### src/rtl/prince_iter_engine_if.sv
`default_nettype none
// ============================================================================
// Module   : prince_iter_engine_if
// Brief    : Block/key input and result output handshake bundle for the engine.
// Revision : 1.0
// ============================================================================
interface prince_iter_engine_if;
    logic         in_valid;
    logic         in_ready;
    logic         in_dec;
    logic [63:0]  in_data;
    logic [127:0] in_key;
    logic         out_valid;
    logic         out_ready;
    logic [63:0]  out_data;
    logic         busy;

    modport master (
        output in_valid, in_dec, in_data, in_key, out_ready,
        input  in_ready, out_valid, out_data, busy
    );

    modport slave (
        input  in_valid, in_dec, in_data, in_key, out_ready,
        output in_ready, out_valid, out_data, busy
    );
endinterface
`default_nettype wire

### src/rtl/prince_iter_engine.sv
`default_nettype none
// ============================================================================
// Module   : prince_iter_engine
// Brief    : Iterative PRINCE encrypt/decrypt engine, UNROLL round-steps/clock.
// Revision : 1.0
// ============================================================================
module prince_iter_engine #(
    parameter int UNROLL = 1
) (
    input  logic                clk,
    input  logic                rst,
    prince_iter_engine_if.slave eng
);
    localparam int          c_N_STEPS   = 11;
    localparam logic [63:0] c_ALPHA     = 64'hC0AC29B7C97C50DD;
    localparam logic [63:0] c_SBOX      = 64'h4D5E087619CA23FB;
    localparam logic [63:0] c_SBOX_INV  = 64'h1CE5046A98DF237B;
    localparam logic [1:0]  c_ST_IDLE   = 2'd0;
    localparam logic [1:0]  c_ST_RUN    = 2'd1;
    localparam logic [1:0]  c_ST_DONE   = 2'd2;

    if (UNROLL < 1 || UNROLL > c_N_STEPS) begin : g_bad_unroll
        $error("prince_iter_engine: UNROLL must lie in 1..11");
    end

    // Nibble x of the table constants holds the S-box entry for input x.
    function automatic logic [63:0] s_layer_f(input logic [63:0] s, input logic inv);
        logic [63:0] r;
        logic [63:0] tbl;
        tbl = inv ? c_SBOX_INV : c_SBOX;
        r   = '0;
        for (int n = 0; n < 16; n++) begin
            r[4*n +: 4] = tbl[{s[4*n +: 4], 2'b00} +: 4];
        end
        return r;
    endfunction

    function automatic logic [15:0] mhat_f(input logic [15:0] w, input logic sel);
        logic [15:0] r;
        r = '0;
        for (int j = 0; j < 4; j++) begin
            for (int b = 0; b < 4; b++) begin
                for (int k = 0; k < 4; k++) begin
                    if (b != ((j + k + (sel ? 1 : 0)) % 4)) begin
                        r[15-4*j-b] = r[15-4*j-b] ^ w[15-4*k-b];
                    end
                end
            end
        end
        return r;
    endfunction

    function automatic logic [63:0] mprime_f(input logic [63:0] s);
        return {mhat_f(s[63:48], 1'b0), mhat_f(s[47:32], 1'b1),
                mhat_f(s[31:16], 1'b1), mhat_f(s[15:0],  1'b0)};
    endfunction

    // Nibble 0 is the most significant; rows are nibble index mod 4.
    function automatic logic [63:0] sr_f(input logic [63:0] s, input logic inv);
        logic [63:0] r;
        int          src;
        r = '0;
        for (int m = 0; m < 16; m++) begin
            src = inv ? (m + 16 - 4*(m % 4)) % 16 : (m + 4*(m % 4)) % 16;
            r[63-4*m -: 4] = s[63-4*src -: 4];
        end
        return r;
    endfunction

    function automatic logic [63:0] rc_f(input logic [3:0] i);
        logic [63:0] r;
        case (i)
            4'd1:    r = 64'h13198A2E03707344;
            4'd2:    r = 64'hA4093822299F31D0;
            4'd3:    r = 64'h082EFA98EC4E6C89;
            4'd4:    r = 64'h452821E638D01377;
            4'd5:    r = 64'hBE5466CF34E90C6C;
            4'd6:    r = 64'h7EF84F78FD955CB1;
            4'd7:    r = 64'h85840851F1AC43AA;
            4'd8:    r = 64'hC882D32F25323C54;
            4'd9:    r = 64'h64A51195E0E3610D;
            4'd10:   r = 64'hD3B5A399CA0C2399;
            4'd11:   r = 64'hC0AC29B7C97C50DD;
            default: r = 64'h0;
        endcase
        return r;
    endfunction

    // Indices past the last round are padding slots and pass the state through.
    function automatic logic [63:0] step_f(input logic [63:0] s, input logic [4:0] idx,
                                           input logic [63:0] kc);
        logic [63:0] r;
        if (idx < 5'd5) begin
            r = sr_f(mprime_f(s_layer_f(s, 1'b0)), 1'b0) ^ rc_f(idx[3:0] + 4'd1) ^ kc;
        end else if (idx == 5'd5) begin
            r = s_layer_f(mprime_f(s_layer_f(s, 1'b0)), 1'b1);
        end else if (idx <= 5'd10) begin
            r = s_layer_f(mprime_f(sr_f(s ^ rc_f(idx[3:0]) ^ kc, 1'b1)), 1'b1);
        end else begin
            r = s;
        end
        return r;
    endfunction

    logic [1:0]  state_q, state_d;
    logic [3:0]  cnt_q, cnt_d;
    logic [63:0] blk_q, blk_d;
    logic [63:0] kc_q, kc_d;
    logic [63:0] kout_q, kout_d;
    logic [63:0] out_data_q, out_data_d;

    logic [63:0] w_k0, w_k1, w_k0p;
    logic [4:0]  w_cnt_sum;
    logic        w_last;
    logic [63:0] w_chain [0:UNROLL];

    assign w_k0      = eng.in_key[127:64];
    assign w_k1      = eng.in_key[63:0];
    assign w_k0p     = {w_k0[0], w_k0[63:1]} ^ {63'b0, w_k0[63]};
    assign w_cnt_sum = {1'b0, cnt_q} + 5'(UNROLL);
    assign w_last    = (w_cnt_sum >= 5'(c_N_STEPS));

    assign w_chain[0] = blk_q;
    for (genvar g = 0; g < UNROLL; g++) begin : g_step
        assign w_chain[g+1] = step_f(w_chain[g], {1'b0, cnt_q} + 5'(g), kc_q);
    end

    always_ff @(posedge clk or posedge rst) begin
        if (rst) begin
            state_q <= c_ST_IDLE;
        end else begin
            state_q <= state_d;
        end
    end

    always_comb begin
        state_d = state_q;
        case (state_q)
            c_ST_IDLE: if (eng.in_valid)  state_d = c_ST_RUN;
            c_ST_RUN:  if (w_last)        state_d = c_ST_DONE;
            c_ST_DONE: if (eng.out_ready) state_d = c_ST_IDLE;
            default:                      state_d = c_ST_IDLE;
        endcase
    end

    always_comb begin
        eng.in_ready  = (state_q == c_ST_IDLE);
        eng.out_valid = (state_q == c_ST_DONE);
        eng.busy      = (state_q == c_ST_RUN) || (state_q == c_ST_DONE);
        eng.out_data  = out_data_q;
    end

    // Decryption reuses the encryption datapath: swap whitening keys, fold alpha into kc.
    always_comb begin
        cnt_d      = cnt_q;
        blk_d      = blk_q;
        kc_d       = kc_q;
        kout_d     = kout_q;
        out_data_d = out_data_q;
        if (state_q == c_ST_IDLE && eng.in_valid) begin
            kc_d   = eng.in_dec ? (w_k1 ^ c_ALPHA) : w_k1;
            kout_d = eng.in_dec ? w_k0 : w_k0p;
            blk_d  = eng.in_data ^ (eng.in_dec ? w_k0p : w_k0) ^ kc_d;
            cnt_d  = 4'd0;
        end else if (state_q == c_ST_RUN) begin
            blk_d = w_chain[UNROLL];
            cnt_d = w_last ? 4'(c_N_STEPS) : w_cnt_sum[3:0];
            if (w_last) begin
                out_data_d = w_chain[UNROLL] ^ rc_f(4'd11) ^ kc_q ^ kout_q;
            end
        end
    end

    always_ff @(posedge clk or posedge rst) begin
        if (rst) begin
            cnt_q      <= '0;
            blk_q      <= '0;
            kc_q       <= '0;
            kout_q     <= '0;
            out_data_q <= '0;
        end else begin
            cnt_q      <= cnt_d;
            blk_q      <= blk_d;
            kc_q       <= kc_d;
            kout_q     <= kout_d;
            out_data_q <= out_data_d;
        end
    end
endmodule
`default_nettype wire
### src/flat_wrapper.sv
// flat-port wrapper written by rule: the top's interface ports become plain ports
module prince_iter_engine_flat 
#(
    parameter int UNROLL = 1
)
  (clk, rst, eng_in_valid, eng_in_dec, eng_in_data, eng_in_key, eng_out_ready, eng_in_ready, eng_out_valid, eng_out_data, eng_busy);
  prince_iter_engine_if eng_i ();
  input  logic clk;
  input  logic rst;
  input wire logic [$bits(eng_i.in_valid)-1:0] eng_in_valid;
  input wire logic [$bits(eng_i.in_dec)-1:0] eng_in_dec;
  input wire logic [$bits(eng_i.in_data)-1:0] eng_in_data;
  input wire logic [$bits(eng_i.in_key)-1:0] eng_in_key;
  input wire logic [$bits(eng_i.out_ready)-1:0] eng_out_ready;
  output wire logic [$bits(eng_i.in_ready)-1:0] eng_in_ready;
  output wire logic [$bits(eng_i.out_valid)-1:0] eng_out_valid;
  output wire logic [$bits(eng_i.out_data)-1:0] eng_out_data;
  output wire logic [$bits(eng_i.busy)-1:0] eng_busy;
  assign eng_i.in_valid = eng_in_valid;
  assign eng_i.in_dec = eng_in_dec;
  assign eng_i.in_data = eng_in_data;
  assign eng_i.in_key = eng_in_key;
  assign eng_i.out_ready = eng_out_ready;
  assign eng_in_ready = eng_i.in_ready;
  assign eng_out_valid = eng_i.out_valid;
  assign eng_out_data = eng_i.out_data;
  assign eng_busy = eng_i.busy;
  prince_iter_engine #(.UNROLL(UNROLL)) u_core (.clk(clk), .rst(rst), .eng(eng_i));
endmodule
### config.mk
export PLATFORM = sky130hd
export DESIGN_NAME = prince_iter_engine_flat
export DESIGN_NICKNAME = d
export VERILOG_FILES = /design/src/rtl/prince_iter_engine_if.sv /design/src/rtl/prince_iter_engine.sv /design/src/flat_wrapper.sv
export SDC_FILE = /design/constraint.sdc
export NUM_CORES = 2
export LEC_CHECK = 0
export BUFFER_PORTS_ARGS = -buffer_cell sky130_fd_sc_hd__buf_4
export CAP_MARGIN = 25
export CORE_MARGIN = 5
export CORE_UTILIZATION = 25
export DETAILED_ROUTE_END_ITERATION = 7
export SYNTH_ARGS = -nofsm -noshare
export SYNTH_HDL_FRONTEND = slang
export SYNTH_SLANG_ARGS = --single-unit
### constraint.sdc
create_clock -name clk -period 9.6 [get_ports clk]
set_input_delay 0.48 -clock clk [delete_from_list [all_inputs] [get_ports clk]]
set_output_delay 0.48 -clock clk [all_outputs]
set_load 0.1 [all_outputs]
==> run metrics <==
status complete, no violations; Core Region 114000 µm²; Syn Nets approximately 3800; Fin. Hold Viols 0; startpoint types flip-flop; dominant register cell in the synthesized netlist dfrtp_1; CP arrival 5.53 ns; synth top area cells dfrtp_1, xnor2_1, ha_1, xor2_1, a21oi_1; most frequent cells after synthesis xnor2_1, nand2_1, a21oi_1, dfrtp_1, o21ai_0; WP data required 10.05 ns; # port buffers 263; Die X 348.4 µm; post-synthesis cell area 28620 µm²; Syn Area/Cell approximately 8.5 µm²; pin count of the biggest net entering global routing 141; CTS tree done; DRC errors left 0; gr ovfl total 0; WL final 113100 µm; Initial Util 25.10%; FP Rows about 120; share of layout cells above drive strength 1 13.37%; Sink Count 262; post-synth top area cell dfrtp_1; WL per Instance 22.32 µm; placer congestion estimate 0.9953; ANT cells 0; area fraction of the dominant cell type after synthesis about 23%; maxcap violations 0; minimum clock period roughly 5 ns; Crit path max-delay family adder cells; area grow syn2layout 15.36%; EDFF count, synth 0; RSZ-0062 raised after global routing false; Yosys warnings 0; final setup violating endpoints 0; Slew HR 29.13%; Resized Gates After CTS 0; TNS Setup 0 ns; number of fillers in the final layout 12200; worst-margin pin slew 1.060 ns; Worst Path Max Fanout 22; ys async rst share 100.0%; CTS clock-pin slew for the worst setup and hold paths 0.07 ns; GRT Overall Usage 17.84%; # Post-CTS Setup Buffers 0; Clock Latency Late Sink 0.60 ns; Unique masters post-synth 102; clock root cell clkbuf_16; Pins Over Slew Limit 0; Vias 25350; buffer and inverter count on the worst path 2; Vias/cell between 5 and 6; Worst Hold Class in2async; Worst setup startpoint u_core.cnt_q[0]; Iter 0 DRT Violations 2134; critical path class reg2reg; fmax 196.7 MHz; CP cell instances clkinv_1 -> ha_1 -> mux2i_1 -> mux2i_1 -> xnor2_1 -> xnor2_1 -> xnor2_1 -> inv_1 -> ha_1 -> mux2i_1 -> nand2_1 -> a221oi_1 -> nor2_1 -> xnor2_1 -> o21ai_1; Synth Instances 3371; cts bufs inserted 28; ANT nets after route 0; Critical R2R Launch u_core.cnt_q[0]; vias in the first global route 24530; post-synthesis sequential area ratio 22.91%; CP most frequent cell xnor2_1; Max stage delay on crit path 1.00 ns; first-pass GRT wire length 165200 µm; die area 121400 µm²; hold buffer count at CTS 0; antenna violations before repair 2; synthesized flop and latch total ~260; most common cell in the netlist xnor2_1; Max Buffers Root-to-Sink 3; Worst path slowest cell ha_1; clk_skew ~0.016 ns; # IOs between 200 and 300; Initial DRT Pass Iterations 8; H-tree levels 1; Die Ht about 350 µm; fin crit share approximately 53%; Final nets 3954; DP Wirelength around 89000 µm; crit end category flip-flop
==> area by class of cell <==
class	instances	area [µm²]	area share [%]
multi-input cells	2723	20530	62.17
clock inverters	13	113.9	0.3448
flip-flops and latches	262	6558	19.86
clock buffers	39	793.3	2.402
repair buffers	309	2340	7.086
well taps	1512	1892	5.729
inverters	208	795.8	2.410
==> cells by family (layout without fill, tap and decap cells) <==
group                    after synthesis  after routing  synth area share, %
AND/OR/NAND/NOR                      716            716                11.24
adder cells (fa/ha/maj)              225            225                9.835
buffers and inverters                386            569                5.630
AO/OA/AOI/OAI                        886            886                18.56
XOR/XNOR                             747            747                24.95
flip-flops                           262            262                22.91
multiplexers                         149            149                6.880
==> metal layers <==
metal	global-route usage, %	up-vias	wire length, µm
met5	0	-	0
met3	1.987	233	6267
met1	22.85	12370	47190
li1	-	11830	-
met2	29.84	926	52910
met4	8.956	0	6698
==> flip-flops by register name, indices dropped and copies added (netlist names) <==
signal               count
u_core.blk_q            64
u_core.eng.out_data     64
u_core.kc_q             64
u_core.kout_q           64
u_core.cnt_q             4
u_core.state_q           2
==> per-stage QoR <==
step	utilization (%)	hold slack (ns)	std cells	cell area (µm²)	setup slack, ns
detailed placement	28.15	0.4791	5013	32100	4.701
floorplan	-	0.4596	3371	28620	1.908
CTS	28.95	0.06847	5065	33010	4.649
global placement	28.14	0.4692	5011	32090	4.774
global route	28.96	0.09419	5066	33020	4.385
finish	28.96	0.06933	5066	33020	4.517
==> cell usage in the layout, fill, tap and decap left out, types with 21 or more instances in the layout <==
cell type	instances
xor2_1	169
nand2_1	367
buf_4	306
o21ai_0	245
mux2i_1	91
dfrtp_1	261
ha_1	224
a31oi_1	33
nand2b_1	22
clkbuf_16	29
nor2b_1	45
nor3_1	36
nor2_1	149
mux4_2	36
o22ai_1	44
nand3b_1	23
a21oi_1	286
xnor2_1	529
o211ai_1	21
a22oi_1	24
xnor3_1	27
o21ai_1	76
inv_1	199
a211oi_1	21
==> path summary, 6_finish.rpt <==
kind	to	slack, ns	depth (start not counted)
min in group clk	u_core.kc_q[5]	0.09	3
setup / recovery	u_core.eng.out_data[60]	4.52	15
setup reg to reg	u_core.eng.out_data[60]	4.52	15
hold reg to reg	u_core.eng.out_data[13]	0.49	2
hold / removal	u_core.eng.out_data[12]	0.07	2
max in group asynchronous	u_core.kout_q[37]	8.08	3
==> worst register-to-register path, delay by kind of cell (launching register included) <==
family | cells | cell delay (ns)
AO/OA/AOI/OAI | 2 | 0.49
XOR/XNOR | 4 | 1.16
adder cells (fa/ha/maj) | 2 | 1.34
buffers and inverters | 2 | 0.44
flip-flops | 1 | 0.35
multiplexers | 3 | 0.96
AND/OR/NAND/NOR | 2 | 0.18
Power is left out: the tool's default activity adds up to more than one toggle a clock period on the data nets, which glitch-free logic cannot reach.
